[config.mk]
export PLATFORM = sky130hd
export DESIGN_NAME = hazard_sched
export DESIGN_NICKNAME = d
export VERILOG_FILES = /design/src/rtl/hazard_sched.sv
export SDC_FILE = /design/constraint.sdc
export NUM_CORES = 1
export LEC_CHECK = 0
export ABC_AREA = 1
export BUFFER_PORTS_ARGS = -buffer_cell sky130_fd_sc_hd__buf_2
export CORE_UTILIZATION = 40
export CTS_CLUSTER_DIAMETER = 200
export DETAILED_ROUTE_END_ITERATION = 6
export PLACE_DENSITY_LB_ADDON = 0.3
export SETUP_SLACK_MARGIN = 0.5
export SLEW_MARGIN = 20
export SYNTH_ARGS = -nofsm -noshare
export SYNTH_HDL_FRONTEND = slang
export SYNTH_SLANG_ARGS = --single-unit
export TNS_END_PERCENT = 10
[constraint.sdc]
create_clock -name clk -period 1.2 [get_ports clk]
set_clock_uncertainty 0.05 [all_clocks]
set_input_delay 0.12 -clock clk [delete_from_list [all_inputs] [get_ports clk]]
set_output_delay 0.12 -clock clk [all_outputs]
set_load 0.05 [all_outputs]
[src/rtl/hazard_sched.sv]
// ---------------------------------------------------------------------------
// hazard_sched
//   Pipeline hazard controller and multi-cycle execute scheduler for the
//   5-stage core. Produces the E-stage forwarding selects, load-use stalls
//   and branch flushes. It also sequences a variable-latency execute unit
//   (mul/div) through an IDLE/MC_WAIT FSM. The FSM has a timeout counter and
//   a sticky error flag.
//
// Parameters
//   RA_W        register index width
//   MC_TIMEOUT  max cycles spent in MC_WAIT before the op is aborted (>=2)
//
// Ports
//   clk                     clock, rising edge
//   reset                   synchronous active-high reset
//   rs1_D, rs2_D            decode-stage source indices
//   rs1_E, rs2_E, rd_E      execute-stage sources / destination
//   rd_M, rd_W              memory / writeback destinations
//   LoadE                   E-stage instruction is a load
//   RegWriteM, RegWriteW    M / W instruction writes its rd
//   PCSrcE                  taken branch/jump resolved in E
//   mc_start_E              E-stage instruction needs the multi-cycle unit
//   mc_done                 multi-cycle result valid (1-cycle pulse)
//   ForwardAE, ForwardBE    00 regfile, 10 from M, 01 from W
//   StallF, StallD, StallE  hold PC, IF/ID, ID/EX
//   FlushD, FlushE          clear IF/ID, ID/EX
//   mc_go                   1-cycle launch pulse to the multi-cycle unit
//   mc_busy                 FSM is in MC_WAIT
//   mc_err                  sticky timeout flag, cleared only by reset
// ---------------------------------------------------------------------------
module hazard_sched #(
  parameter int RA_W       = 5,
  parameter int MC_TIMEOUT = 64
) (
  input  logic            clk,
  input  logic            reset,
  input  logic [RA_W-1:0] rs1_D,
  input  logic [RA_W-1:0] rs2_D,
  input  logic [RA_W-1:0] rs1_E,
  input  logic [RA_W-1:0] rs2_E,
  input  logic [RA_W-1:0] rd_E,
  input  logic [RA_W-1:0] rd_M,
  input  logic [RA_W-1:0] rd_W,
  input  logic            LoadE,
  input  logic            RegWriteM,
  input  logic            RegWriteW,
  input  logic            PCSrcE,
  input  logic            mc_start_E,
  input  logic            mc_done,
  output logic [1:0]      ForwardAE,
  output logic [1:0]      ForwardBE,
  output logic            StallF,
  output logic            StallD,
  output logic            StallE,
  output logic            FlushD,
  output logic            FlushE,
  output logic            mc_go,
  output logic            mc_busy,
  output logic            mc_err
);

  localparam int                CNT_W    = $clog2(MC_TIMEOUT) + 1;
  localparam logic [CNT_W-1:0] CNT_LAST = CNT_W'(MC_TIMEOUT - 1);

  typedef enum logic {S_IDLE = 1'b0, S_MC_WAIT = 1'b1} state_t;

  state_t           state_q, state_d;
  logic [CNT_W-1:0] cnt_q, cnt_d;
  logic             mc_err_q, mc_err_d;

  logic lw_stall;
  logic timeout_hit;

  // Forwarding select for one E-stage source. M is the younger producer,
  // so it takes priority over W. Register 0 is never forwarded.
  function automatic logic [1:0] fwd_sel(input logic [RA_W-1:0] rs);
    if (RegWriteM && (rd_M != '0) && (rd_M == rs))
      return 2'b10;
    else if (RegWriteW && (rd_W != '0) && (rd_W == rs))
      return 2'b01;
    else
      return 2'b00;
  endfunction

  assign lw_stall    = LoadE && (rd_E != '0) && ((rd_E == rs1_D) || (rd_E == rs2_D));
  // Last permitted MC_WAIT cycle. mc_done in this same cycle still wins.
  assign timeout_hit = (state_q == S_MC_WAIT) && (cnt_q == CNT_LAST);

  // State register
  always_ff @(posedge clk) begin
    if (reset) begin
      state_q  <= S_IDLE;
      cnt_q    <= '0;
      mc_err_q <= 1'b0;
    end else begin
      state_q  <= state_d;
      cnt_q    <= cnt_d;
      mc_err_q <= mc_err_d;
    end
  end

  // Next-state logic
  always_comb begin
    state_d  = state_q;
    cnt_d    = cnt_q;
    mc_err_d = mc_err_q;
    unique case (state_q)
      S_IDLE: begin
        if (mc_start_E) begin
          state_d = S_MC_WAIT;
          cnt_d   = '0;
        end
      end
      S_MC_WAIT: begin
        if (mc_done) begin
          state_d = S_IDLE;
        end else if (timeout_hit) begin
          state_d  = S_IDLE;
          mc_err_d = 1'b1;
        end else begin
          cnt_d = cnt_q + 1'b1;
        end
      end
      default: state_d = S_IDLE;
    endcase
  end

  // Output logic. All of it is combinational from the inputs and the current state.
  always_comb begin
    ForwardAE = 2'b00;
    ForwardBE = 2'b00;
    StallF    = 1'b0;
    StallD    = 1'b0;
    StallE    = 1'b0;
    FlushD    = 1'b0;
    FlushE    = 1'b0;
    mc_go     = 1'b0;
    if (!reset) begin
      ForwardAE = fwd_sel(rs1_E);
      ForwardBE = fwd_sel(rs2_E);
      unique case (state_q)
        S_IDLE: begin
          if (mc_start_E) begin
            // Launch: freeze the front end. Branch and load-use are ignored
            // because the op stays in E.
            mc_go  = 1'b1;
            StallF = 1'b1;
            StallD = 1'b1;
            StallE = 1'b1;
          end else begin
            StallF = lw_stall;
            StallD = lw_stall;
            FlushD = PCSrcE;
            FlushE = lw_stall | PCSrcE;
          end
        end
        S_MC_WAIT: begin
          if (!mc_done && !timeout_hit) begin
            StallF = 1'b1;
            StallD = 1'b1;
            StallE = 1'b1;
          end else begin
            // Release cycle. On a timeout abort, ID/EX is also cleared so
            // the abandoned op leaves no result.
            StallF = lw_stall;
            StallD = lw_stall;
            FlushD = PCSrcE;
            FlushE = lw_stall | PCSrcE | ~mc_done;
          end
        end
        default: ;
      endcase
    end
  end

  assign mc_busy = (state_q == S_MC_WAIT);
  assign mc_err  = mc_err_q;

endmodule

-- Yosys cells after proc, flatten, opt, wreduce, memory -nomap -nowiden
Cells that the tools add are included.
- flip-flop bits (word level): 9
- output and inout bits: 12
- word-level logic and storage cells: 67
- add/sub/neg operators: 1
- eq/ne operators: 10
- muxes and demuxes: 31
- bitwise operators: 4
- reductions and logical operators: 18
- operators by type and width (kind ; count):
    == test 5 bit ; 6
    2-to-1 mux 7 bit ; 3
    2-to-1 mux 1 bit ; 18
    nonzero test 5 bit ; 3
    one-hot mux 7 bit (2 select lines) ; 1
    logical AND 1 bit ; 10
    one-hot mux 1 bit (2 select lines) ; 5
    2-to-1 mux 2 bit ; 4
    adder 7 x 1 -> 7 bit (second input constant) ; 1
    == test 7 x 6 -> 1 bit (second input constant) ; 1
    inequality test 2 bit (second input constant) ; 3
    AND reduction 3 bit ; 2
    zero test 1 bit ; 2
    NOT 1 bit ; 2
    bitwise OR 1 bit ; 2
    logical OR 1 bit ; 1

-- Logic depth before layout (Yosys ltp)
- depth after elaboration: 8
- mapped depth: 9
- mapped depth without buffers: 9

-- Worst setup path after synthesis
Ideal clock, no wire load.
- path type: register to output
- from: reg state_q, in the netlist mc_busy
- to: out StallF
- arrival: 2297 ps
- data required time: 1030 ps
- path slack: -1267 ps
- stages on the path, launching flop included: 6
- cell sequence: dfxtp_1 inv_2 o21ai_2 nand2_4 a21oi_1 buf_4
- word-level cells in the longest chain between the ends: 6
- elaborated cells between the ends (all ways): 7
- those cells by class: mux (3); bitwise (1); reduce/logical (3)
- RTL lines (item ; RTL line ; source):
    start: declaration ; 67 ; state_t state_q, state_d;
    start signal: assignment ; 96 ; state_q <= state_d;
    logical AND 1 bit ; 87 ; assign timeout_hit = (state_q == S_MC_WAIT) && (cnt_q == CNT_LAST);
    zero test 1 bit ; 158 ; if (!mc_done && !timeout_hit) begin
    logical AND 1 bit ; 158 ;
    2-to-1 mux 1 bit ; - ;
    one-hot mux 1 bit (2 select lines) * ; - ;
    2-to-1 mux 1 bit * ; - ;
    end: declaration ; 52 ; output logic StallF,
Mark *: on every way between the ends. The rest lies on a longest branch, timed or not.

-- Final worst setup path
- from: reg cnt_q[1]
- to: out StallD
- word-level cells in the longest chain between the ends: 7
- RTL lines (item ; RTL line ; source):
    start: declaration ; 68 ; logic [CNT_W-1:0] cnt_q, cnt_d;
    start signal: assignment ; 97 ; cnt_q <= cnt_d;
    == test 7 x 6 -> 1 bit ; 87 ;
    logical AND 1 bit ; 87 ;
    zero test 1 bit ; 158 ;
    logical AND 1 bit ; 158 ;
    2-to-1 mux 1 bit ; 158 ;
    one-hot mux 1 bit (2 select lines) ; 141 ; unique case (state_q)
    2-to-1 mux 1 bit ; 138 ; if (!reset) begin
    end: declaration ; 53 ; output logic StallD,
Every way passes these cells.

==> reports/metrics.csv <==
stage,metric,value,unit
timing,RSZ-0062 raised after global routing,yes,
cts,H-tree levels,1,
layout,Final #Nets,302,
timing,slew margin rel.,69.01,%
cts,clock slew at reported path FFs,0.07,ns
logic_synthesis,Synth Area in Simple Gates,39.93,%
global_route,largest net degree at the start of global routing,9,
timing,Tcrit/Tclk final,137.8,%
logic_synthesis,syn_nets,219,
global_route,first-pass GRT wire length,4947,um
timing,Max Fclk,0.6047,GHz
logic_synthesis,Gate Count Post-Synth,175,
status,outcome,finished with violations,
layout,fraction of layout cells with a size suffix above 1,46.30,%
global_route,vias in the first global route,1265,
timing,worst slew pin tran,0.4649,ns
floorplanning,Starting Density,42.00,%
route,1st-iter DRT viols,25,
setup_path,CP endpoint kind,primary output,
timing,post-layout minimum cycle time,1.654,ns
timing,Final Worst Setup Slack,-0.4538,ns
cts,clock tree sinks,9,
pwr,Clk network pwr share,23.5,%
setup_path,CP Data Arrival Time,1.48,ns
placement,DP Worst Slack,-0.2703,ns
pwr,Cell Pwr Density,594.8,nW/um2
pwr,Psw,0.0004105,W
logic_synthesis,#FFs+latches synth,9,
route,residual DRC count,2,
layout,area delta synth->final,73.54,%
route,vias after detailed routing,1342,
route,met3 WL,162,um
floorplanning,Die Ht,52.77,um
route,final wirelength,3103,um
global_route,global route overflow,0,
status,violated checks,"DRC, setup timing",
logic_synthesis,Synth Area in Compound Gates,10.19,%
layout,diode count,0,
timing,count of final setup violators,19,
run,Max-Cap Viols,0,
pwr,Int Pwr,0.0006537,W
cts,TritonCTS clock tree,built,
placement,PortBufs,54,
route,highest routed layer,met3,
placement,gpl congestion,0.7871,
pwr,Switching Share,38.57,%
floorplanning,core area,2455,um2
timing,"Hold Vio Cnt, Final",0,
cts,"Hold-fix buffers, CTS",0,
route,Wirelength per Cell,10.81,um
pwr,peak supply drop,0.5713,mV
logic_synthesis,main combinational cell family by area after synthesis,simple AND/OR/NAND/NOR gates,
cts,clock buffer count from CTS,3,
route,met2 WL,1748,um
global_route,initial antenna violation count,0,
setup_path,Crit Path Class,flip-flop to primary output,
pwr,Flop pwr share,29.0,%
logic_synthesis,synthesized area,1031,um2
floorplanning,Horiz. Die Dim,52.77,um
setup_path,CP max FO,4,
cts,CTS Root Cell,clkbuf_4,
logic_synthesis,syn_area_per_cell,5.891,um2
route,ANT nets after route,0,
placement,DP Cell Count,277,
setup_path,CP required,1.03,ns
floorplanning,die footprint,2785,um2
pwr,Logic pwr share,47.4,%
logic_synthesis,synth unique cells,25,
worst_hold_path,Hold Path Class,input port to flip-flop,
floorplanning,num rows,18,
pwr,leakage,0.9077,nW
layout,Final Non-Filler Cells,287,
cts,Skew-Pair Late Insertion Delay,0.27,ns
pwr,total power,0.001064,W
global_route,GRT Total Usage,23.80,%
logic_synthesis,synth warn,0,
floorplanning,IO Pins,55,
logic_synthesis,sequential cell area fraction in the yosys report,17.48,%
cts,CTS max path bufs,2,
timing,Max Transition Viols Final,0,
route,DR vias/cell,4.676,
logic_synthesis,post-synthesis adder-cell area fraction,1.214,%
logic_synthesis,xor and xnor fraction of the mapped netlist area,17.84,%
layout,"commonest non-fill, non-tap cell in the layout",buf_2,
route,M1 WL,1191,um
layout,most frequent cells in the layout,"buf_2 (42), nand2_1 (38), inv_1 (29), buf_4 (24), nor2_1 (18)",
setup_path,Startpoint Class,flip-flop,
route,DRT Pass-1 Iters,7,
logic_synthesis,multiplexer share of the synthesized area,0,%
placement,DP Wirelength,2299,um
[cell families after synthesis]
| kind of cell | after synthesis |
|---|---|
| AOI/OAI and AO/OA | 18 |
| xor gates and xnor gates | 21 |
| adders and majority gates | 1 |
| buffers and inverters | 35 |
| DFF | 9 |
| and+or+nand+nor | 91 |
[power groups by stage]
stage                     Sequential, W  Combinational, W  Clock [W]
after floorplan                0.000325          0.000249          0
after global placement         0.000315          0.000435          0
after detailed placement       0.000315          0.000440          0
after CTS                      0.000309          0.000489   0.000252
after global routing           0.000310          0.000555   0.000265
final                          0.000309          0.000505   0.000251
[sequential cells by signal, summed over array words and instances, names as in the netlist]
signal   flops
mc_err       1
cnt_q        7
mc_busy      1
[final timing paths]
kind	slack, ns	depth (start not counted)	endpoint	start
min	0.19	4	cnt_q[6]	mc_done
max	-0.45	8	StallD	cnt_q[1]
max reg2reg	-0.17	10	cnt_q[2]	cnt_q[1]
min reg2reg	0.44	2	mc_err	mc_err
[metal layers]
layer  GRT usage, %  vias up
li1               -      704
met1          23.33      589
met2          48.95       49
met3          6.667        0
met4          3.070        0
met5              0        -
[critical path, stage by stage, from the launching register on]
cell	delay (ns)
dfxtp_2	0.34
ha_4	0.16
inv_4	0.06
nor2_4	0.03
nand3_2	0.08
nand2_4	0.09
buf_6	0.14
a21oi_4	0.14
buf_6	0.18
[area by class of cell]
cell class                 instances  area, um2
clock buffer                       4      26.28
multi-input combinational        131      844.6
inverter                          33      133.9
timing repair buffer              80      559.3
sequential                         9      187.7
fill                             216      665.6
tap                               30      37.54
[repair_timing]
| item | in CTS | in global routing |
|---|---|---|
| buffers inserted | 3 | 3 |
| endpoints found under the hold margin | 0 | 0 |
| pin swaps | 7 | 5 |
| setup endpoints to repair | 21 | 21 |
| gates resized for setup | 41 | 12 |
[cell usage after synthesis]
master | instances | share of area, %
clkinv_1 | 1 | 0.36
buf_4 | 1 | 0.73
xor2_1 | 15 | 13
o21ai_2 | 1 | 0.85
nand2_1 | 43 | 16
inv_4 | 1 | 0.61
xnor2_1 | 6 | 5.1
inv_2 | 1 | 0.36
a21oi_2 | 3 | 2.5
nor2_4 | 2 | 2.2
nor3_2 | 1 | 0.97
ha_1 | 1 | 1.2
nand2_4 | 1 | 1.1
clkbuf_1 | 1 | 0.36
nor3_1 | 6 | 2.9
nor2_1 | 21 | 7.6
nand3_1 | 10 | 4.9
o21ai_0 | 5 | 2.4
inv_1 | 30 | 11
nand4_1 | 4 | 2.4
nor2b_1 | 2 | 1.2
a21oi_1 | 7 | 3.4
dfxtp_1 | 9 | 17
o21ai_1 | 2 | 0.97
nand3_2 | 1 | 0.97
[stage by stage]
stage	utilization (%)	area (um2)	hold slack [ns]	setup TNS (ns)
finish	72.88	1789	0.1942	-3.524
global route	72.88	1789	0.2067	-4.710
CTS	70.29	1725	0.1652	-3.246
detailed placement	62.84	1543	0.3969	-2.358
global placement	62.84	1543	0.3850	-2.089
floorplan	-	1100	0.2565	-2.283
(Power assumes the default switching activity.)
